File: src/rtl/ifetch.sv
// Instruction fetch stage: drives the pc step/load pulses, runs the instruction
// memory request/ack handshake and holds one fetched word for decode.
module ifetch #(
  parameter int unsigned WORD_SIZE = 32
) (
  input  logic                 clk,
  input  logic                 rst,
  input  logic [WORD_SIZE-1:0] pc_counter,
  output logic                 pc_offset,
  output logic                 pc_load,
  output logic [WORD_SIZE-1:0] pc_data,
  output logic                 mem_req,
  output logic [WORD_SIZE-1:0] mem_addr,
  input  logic                 mem_ack,
  input  logic [WORD_SIZE-1:0] mem_rdata,
  input  logic                 redirect,
  input  logic [WORD_SIZE-1:0] redirect_target,
  input  logic                 stall,
  output logic [WORD_SIZE-1:0] instr,
  output logic [WORD_SIZE-1:0] instr_pc,
  output logic                 instr_valid
);

  typedef enum logic [2:0] {
    S_START    = 3'd0,
    S_FETCH    = 3'd1,
    S_ADVANCE  = 3'd2,
    S_FULL     = 3'd3,
    S_DRAIN    = 3'd4,
    S_REDIRECT = 3'd5
  } state_e;

  state_e               state_q, state_d;
  logic [WORD_SIZE-1:0] instr_q, instr_d;
  logic [WORD_SIZE-1:0] instr_pc_q, instr_pc_d;
  logic                 instr_valid_q, instr_valid_d;
  logic [WORD_SIZE-1:0] target_q, target_d;
  logic                 pc_offset_q, pc_offset_d;
  logic                 pc_load_q, pc_load_d;
  logic [WORD_SIZE-1:0] pc_data_q, pc_data_d;
  logic                 mem_req_q, mem_req_d;
  logic                 consume_c;

  assign consume_c = instr_valid_q && !stall;

  // Next state and IR update; redirect overrides both consume and ack.
  always_comb begin
    state_d       = state_q;
    instr_d       = instr_q;
    instr_pc_d    = instr_pc_q;
    instr_valid_d = instr_valid_q;
    target_d      = target_q;

    if (consume_c) begin
      instr_valid_d = 1'b0;
    end

    case (state_q)
      S_START: state_d = S_FETCH;
      S_FETCH: begin
        if (mem_ack) begin
          instr_d       = mem_rdata;
          instr_pc_d    = pc_counter;
          instr_valid_d = 1'b1;
          state_d       = S_ADVANCE;
        end
      end
      S_ADVANCE: state_d = consume_c ? S_FETCH : S_FULL;
      S_FULL: begin
        if (consume_c) begin
          state_d = S_FETCH;
        end
      end
      S_DRAIN: begin
        if (mem_ack) begin
          state_d = S_REDIRECT;
        end
      end
      S_REDIRECT: state_d = S_FETCH;
      default:    state_d = S_START;
    endcase

    // An outstanding request is never aborted, so an unacked fetch drains first.
    if (redirect) begin
      target_d      = redirect_target;
      instr_d       = instr_q;
      instr_pc_d    = instr_pc_q;
      instr_valid_d = 1'b0;
      if ((state_q == S_FETCH || state_q == S_DRAIN) && !mem_ack) begin
        state_d = S_DRAIN;
      end else begin
        state_d = S_REDIRECT;
      end
    end
  end

  // Registered outputs are decoded from the state being entered.
  always_comb begin
    mem_req_d   = (state_d == S_FETCH) || (state_d == S_DRAIN);
    pc_offset_d = (state_d == S_ADVANCE);
    pc_load_d   = (state_d == S_REDIRECT);
    pc_data_d   = '0;
    if (state_d == S_ADVANCE) begin
      pc_data_d = WORD_SIZE'(1);
    end else if (state_d == S_REDIRECT) begin
      pc_data_d = target_d;
    end
  end

  always_ff @(posedge clk) begin
    if (rst) begin
      state_q       <= S_START;
      instr_q       <= '0;
      instr_pc_q    <= '0;
      instr_valid_q <= 1'b0;
      target_q      <= '0;
      pc_offset_q   <= 1'b0;
      pc_load_q     <= 1'b0;
      pc_data_q     <= '0;
      mem_req_q     <= 1'b0;
    end else begin
      state_q       <= state_d;
      instr_q       <= instr_d;
      instr_pc_q    <= instr_pc_d;
      instr_valid_q <= instr_valid_d;
      target_q      <= target_d;
      pc_offset_q   <= pc_offset_d;
      pc_load_q     <= pc_load_d;
      pc_data_q     <= pc_data_d;
      mem_req_q     <= mem_req_d;
    end
  end

  assign pc_offset   = pc_offset_q;
  assign pc_load     = pc_load_q;
  assign pc_data     = pc_data_q;
  assign mem_req     = mem_req_q;
  assign mem_addr    = pc_counter;
  assign instr       = instr_q;
  assign instr_pc    = instr_pc_q;
  assign instr_valid = instr_valid_q;

endmodule

File: config.mk
export PLATFORM = sky130hd
export DESIGN_NAME = ifetch
export DESIGN_NICKNAME = d
export VERILOG_FILES = /design/src/rtl/ifetch.sv
export SDC_FILE = /design/constraint.sdc
export NUM_CORES = 1
export LEC_CHECK = 0
export CAP_MARGIN = 30
export CORE_ASPECT_RATIO = 1.25
export CORE_MARGIN = 3
export CORE_UTILIZATION = 30
export CTS_BUF_LIST = sky130_fd_sc_hd__clkbuf_8 sky130_fd_sc_hd__clkbuf_16
export DETAILED_ROUTE_END_ITERATION = 8
export GPL_TIMING_DRIVEN = 0
export PLACE_DENSITY = 0.59
export SLEW_MARGIN = 15
export SYNTH_ARGS = -nofsm -noshare
export SYNTH_HDL_FRONTEND = slang
export SYNTH_SLANG_ARGS = --single-unit
File: constraint.sdc
create_clock -name clk -period 1.9 [get_ports clk]
set_input_delay 0.19 -clock clk [delete_from_list [all_inputs] [get_ports clk]]
set_output_delay 0.19 -clock clk [all_outputs]
set_load 0.05 [all_outputs]
# == Yosys cells after proc, flatten, opt, wreduce, memory -nomap -nowiden ==
# Cells that the tools add are included.
# word_totals
output_inout_bits,132
in_bits,101
elab_cells,45
regBits,135
# op_classes
bitwise,2
mux,13
eq_ne,9
n_reduce_logical,11
# ops
operator,count
32-bit 2-to-1 mux,1
3-bit one-hot mux with 5 select lines,1
3-bit == test (second input constant),4
3-bit 2-to-1 mux,4
3-bit by 2-bit == test with 1-bit output (second input constant),3
3-bit by 1-bit == test with 1-bit output (second input constant),2
1-bit 2-to-1 mux,6
2-bit OR reduction,2
3-bit logical NOT,1
3-bit AND reduction,1
3-bit OR reduction,1
1-bit logical AND,2
1-bit logical NOT,2
1-bit logical OR,2
2-bit 2-to-1 mux,1
1-bit NOT,2

# == Longest topological paths before layout ==
# depth
word_depth,8
depth_mapped,6
mapped_depth_nobuf,3

# == Worst setup path after synthesis ==
# OpenSTA, ideal clock, no wires.
# synth_timing
path_kind,register to register
startpoint,"reg instr_valid_q, in the netlist instr_valid"
endpoint,"reg mem_req_q, in the netlist mem_req"
slack_ns,0.458
stages_incl_launch_ff,4
n_path_buf,0
arrival_ns,1.383
t_required_ns,1.842
synth_period_minus_slack_ns,1.442
cell_sequence,dfxtp_1 or3b_2 a21oi_1 o211a_1
# synth_via
elab_chain_cells,6
word_cells_on_any_way,8
classes_between,eq/ne: 2; mux: 4; reduce/logical: 2
# synth_lines
element,line,rtl
start: declaration,36,"logic instr_valid_q, instr_valid_d;"
start signal: assignment,125,instr_valid_q <= instr_valid_d;
1-bit logical AND (*),44,assign consume_c = instr_valid_q && !stall;
3-bit 2-to-1 mux / 2-bit 2-to-1 mux (equally long branches),"70, 68",
3-bit one-hot mux with 5 select lines (*),58,case (state_q)
3-bit 2-to-1 mux (*),84,if (redirect) begin
3-bit by 1-bit == test with 1-bit output / 3-bit == test (equally long branches),99,mem_req_d = (state_d == S_FETCH) || (state_d == S_DRAIN);
1-bit logical OR (*),99,
end signal: assignment,130,mem_req_q <= mem_req_d;
end: declaration,41,"logic mem_req_q, mem_req_d;"
# Mark *: on every way between the ends. The rest lies on a longest branch, timed or not.
# A chain may end at the register's enable or synchronous reset.

# == Worst setup path after layout ==
# layout_timing
startpoint,"reg instr_valid_q, in the netlist instr_valid"
endpoint,out instr_valid
# layout_rtl
element,line,rtl
end: declaration,21,output logic instr_valid
# No word-level cell between the ends.

==> out/metrics.yaml <==
fin_crit_sh_pct: 96.25
clk_pin_slew_ns: 0.06
path_buf_inv: 1
drive_gt1_share_pct: 12.09
fin_total_pwr_w: 0.007498
die_y_um: 149.6
cts_tree: "built"
ff_latch_area_um2: 2703
rsz0062_at_grt: "false"
dp_hpwl_mm: 11.93
overflow: 0
seq_area_frac_synth_pct: 54.61
p_leak_nw: 3.023
crit_slowest_cell: "clkdlybuf4s50_1"
dp_cells: 974
nNetsFinal: 882
crit_family: "buffers and inverters"
cp.required_ns: 1.71
drc_errors: 0
cts.sinks: 135
track_usage_pct: 17.54
stdcell_count: 1006
cp_cell_sequence: "clkdlybuf4s50_1"
max-slew-margin-rel_pct: 58.38
multi_input_area_um2: 1727
crit_fanout: 4
via_count: 4693
finish.instance_area_um2: 8094
routedWlPerCell_um: 15.81
ant_nets: 0
criticalPathCategory: "register to output pin"
synth_area_um2: 4948
grt_pass1_wl_mm: 25.18
vias_per_cell: 4.665
start_util_pct: 31.14
mappedNetlistNets: 633
coreArea_um2: 15890
cts_setup_buffers: 0
hold_buffers: 0
dpl_cell_area_um2: 7516
io_buffers: 230
clock.fmax_mhz: 546.8
tns_ns: 0
skew_ns: 0.005401
hold_viol: 0
drt_iter0_markers: 172
cp_slowest_stage_delay_ns: 0.85
maxCapViolCount: 0
crit_path_start_kind: "register"
whs_ns: 0.07649
yosys_warnings: 0
min_period_ns: 1.829
routed_wl_mm: 15.91
rows: 51
syn_inst: 532
grt_max_degree: 17
area_growth_pct: 63.57
ys_types: 29
peakVddDrop_mv: 0.5973
die-area_um2: 18080
postSynthAreaPerCell_um2: 9.302
ctsResizeCount: 0
cp-end-kind: "output pin"
ioPinCount: 233
cts-buffers-inserted: 17
layout_common_cells: "clkdlybuf4s50_1 (230), dfxtp_1 (135), a21oi_1 (67), nand3_1 (64)"
status: "finished clean"
num-fill-cells: 1459
layout_commonest_cell: "clkdlybuf4s50_1"
powerDensity_nw_per_um2: 926.3
slew_violations: 0
drt_first_pass_iters: 4
clockRootBuffer: "clkbuf_16"
die-width_um: 120.9
grt_pass1_vias: 4904
clk_latency_ns: 0.41
cp.arrival_ns: 1.64
setup_viol: 0
antenna_found_initial: 0
cts_max_level: 4
routabilityCongestion: 0.7820
ys_ff_latch: 135
diodes: 0
tightest_slew_ns: 0.6243
worstHoldPathType: "input pin to register"
clockBufferDepth: 2
## path summary, 6_finish.rpt
path / startpoint / endpoint / slack (ns) / cells past startpoint
worst min-delay path: rst / pc_offset$_SDFF_PP0_ / 0.08 / 2
worst min register to register: instr_pc[28]$_SDFFE_PP0P_ / instr_pc[28]$_SDFFE_PP0P_ / 0.48 / 2
worst max register to register: state_q[2]$_SDFF_PP0_ / instr_pc[8]$_SDFFE_PP0P_ / 0.39 / 5
worst max-delay path: instr_valid$_SDFF_PP0_ / instr_valid / 0.07 / 1
## metrics by stage
step                      worst slack, ns  util [%]
after floorplan                    0.4582         -
after global placement            0.06622     47.30
after detailed placement          0.08056     47.30
after CTS                         0.04480     50.94
after global routing              0.01603     50.94
final                             0.07131     50.94
## cells in the mapped netlist (all sizes together)
cell type  number  area [um2]
mux2i          32       320.3
xor2            1       8.760
nand2           1       3.750
nor3           34       170.2
inv             4       15.01
nand2b          1       6.260
nand4bb         1       11.26
clkbuf         18       67.56
a21oi          67       335.3
o211a           1       10.01
nand3          64       320.3
buf            64       436.7
o2bb2ai         1       15.01
a211oi          1       7.510
or2             1       6.260
or3b            1       8.760
dfxtp         135        2703
nand3b          1       7.510
and4bb          1       12.51
nor2           35       131.4
o21ai          65       325.3
o21bai          1       7.510
nor3b           1       12.51
a31oi           1       6.260
## power by group
part / switching [W] / internal [W]
sequential: 0.0000478 / 0.00295
combinational: 0.000770 / 0.000533
clock: 0.00126 / 0.00193
## logic make-up (layout without fill, tap and decap cells)
family	count (synthesis)	count (layout)	share of synthesized area, %
xor+xnor	1	1	0.1770
simple gates	141	141	13.96
flops	135	135	54.61
buf+inv	86	348	10.49
compound gates	137	137	14.29
mux	32	32	6.473
## state kept, by name, summed over array words and instances, names as in the netlist
signal,flops
instr,32
mem_req,1
pc_offset,1
instr_valid,1
pc_load,1
instr_pc,32
target_q,32
pc_data,32
state_q,3
## layout make-up
type / count / share of cell area (%)
sequential: 135 / 33.39
tap: 212 / 3.277
clock buffer: 17 / 5.256
multi-input combinational: 311 / 21.33
inverter: 4 / 0.1855
buffer: 82 / 6.230
clock inverter: 15 / 1.886
timing repair buffer: 230 / 28.44
## layer usage
| layer | global-route usage [%] | share of wire [%] |
|---|---|---|
| met4 | 6.519 | 2.4 |
| met5 | 0 | 0 |
| met3 | 7.032 | 9.2 |
| met1 | 19.00 | 38 |
| met2 | 30.68 | 50 |
No activity file was read; power rests on OpenSTA's default activity.
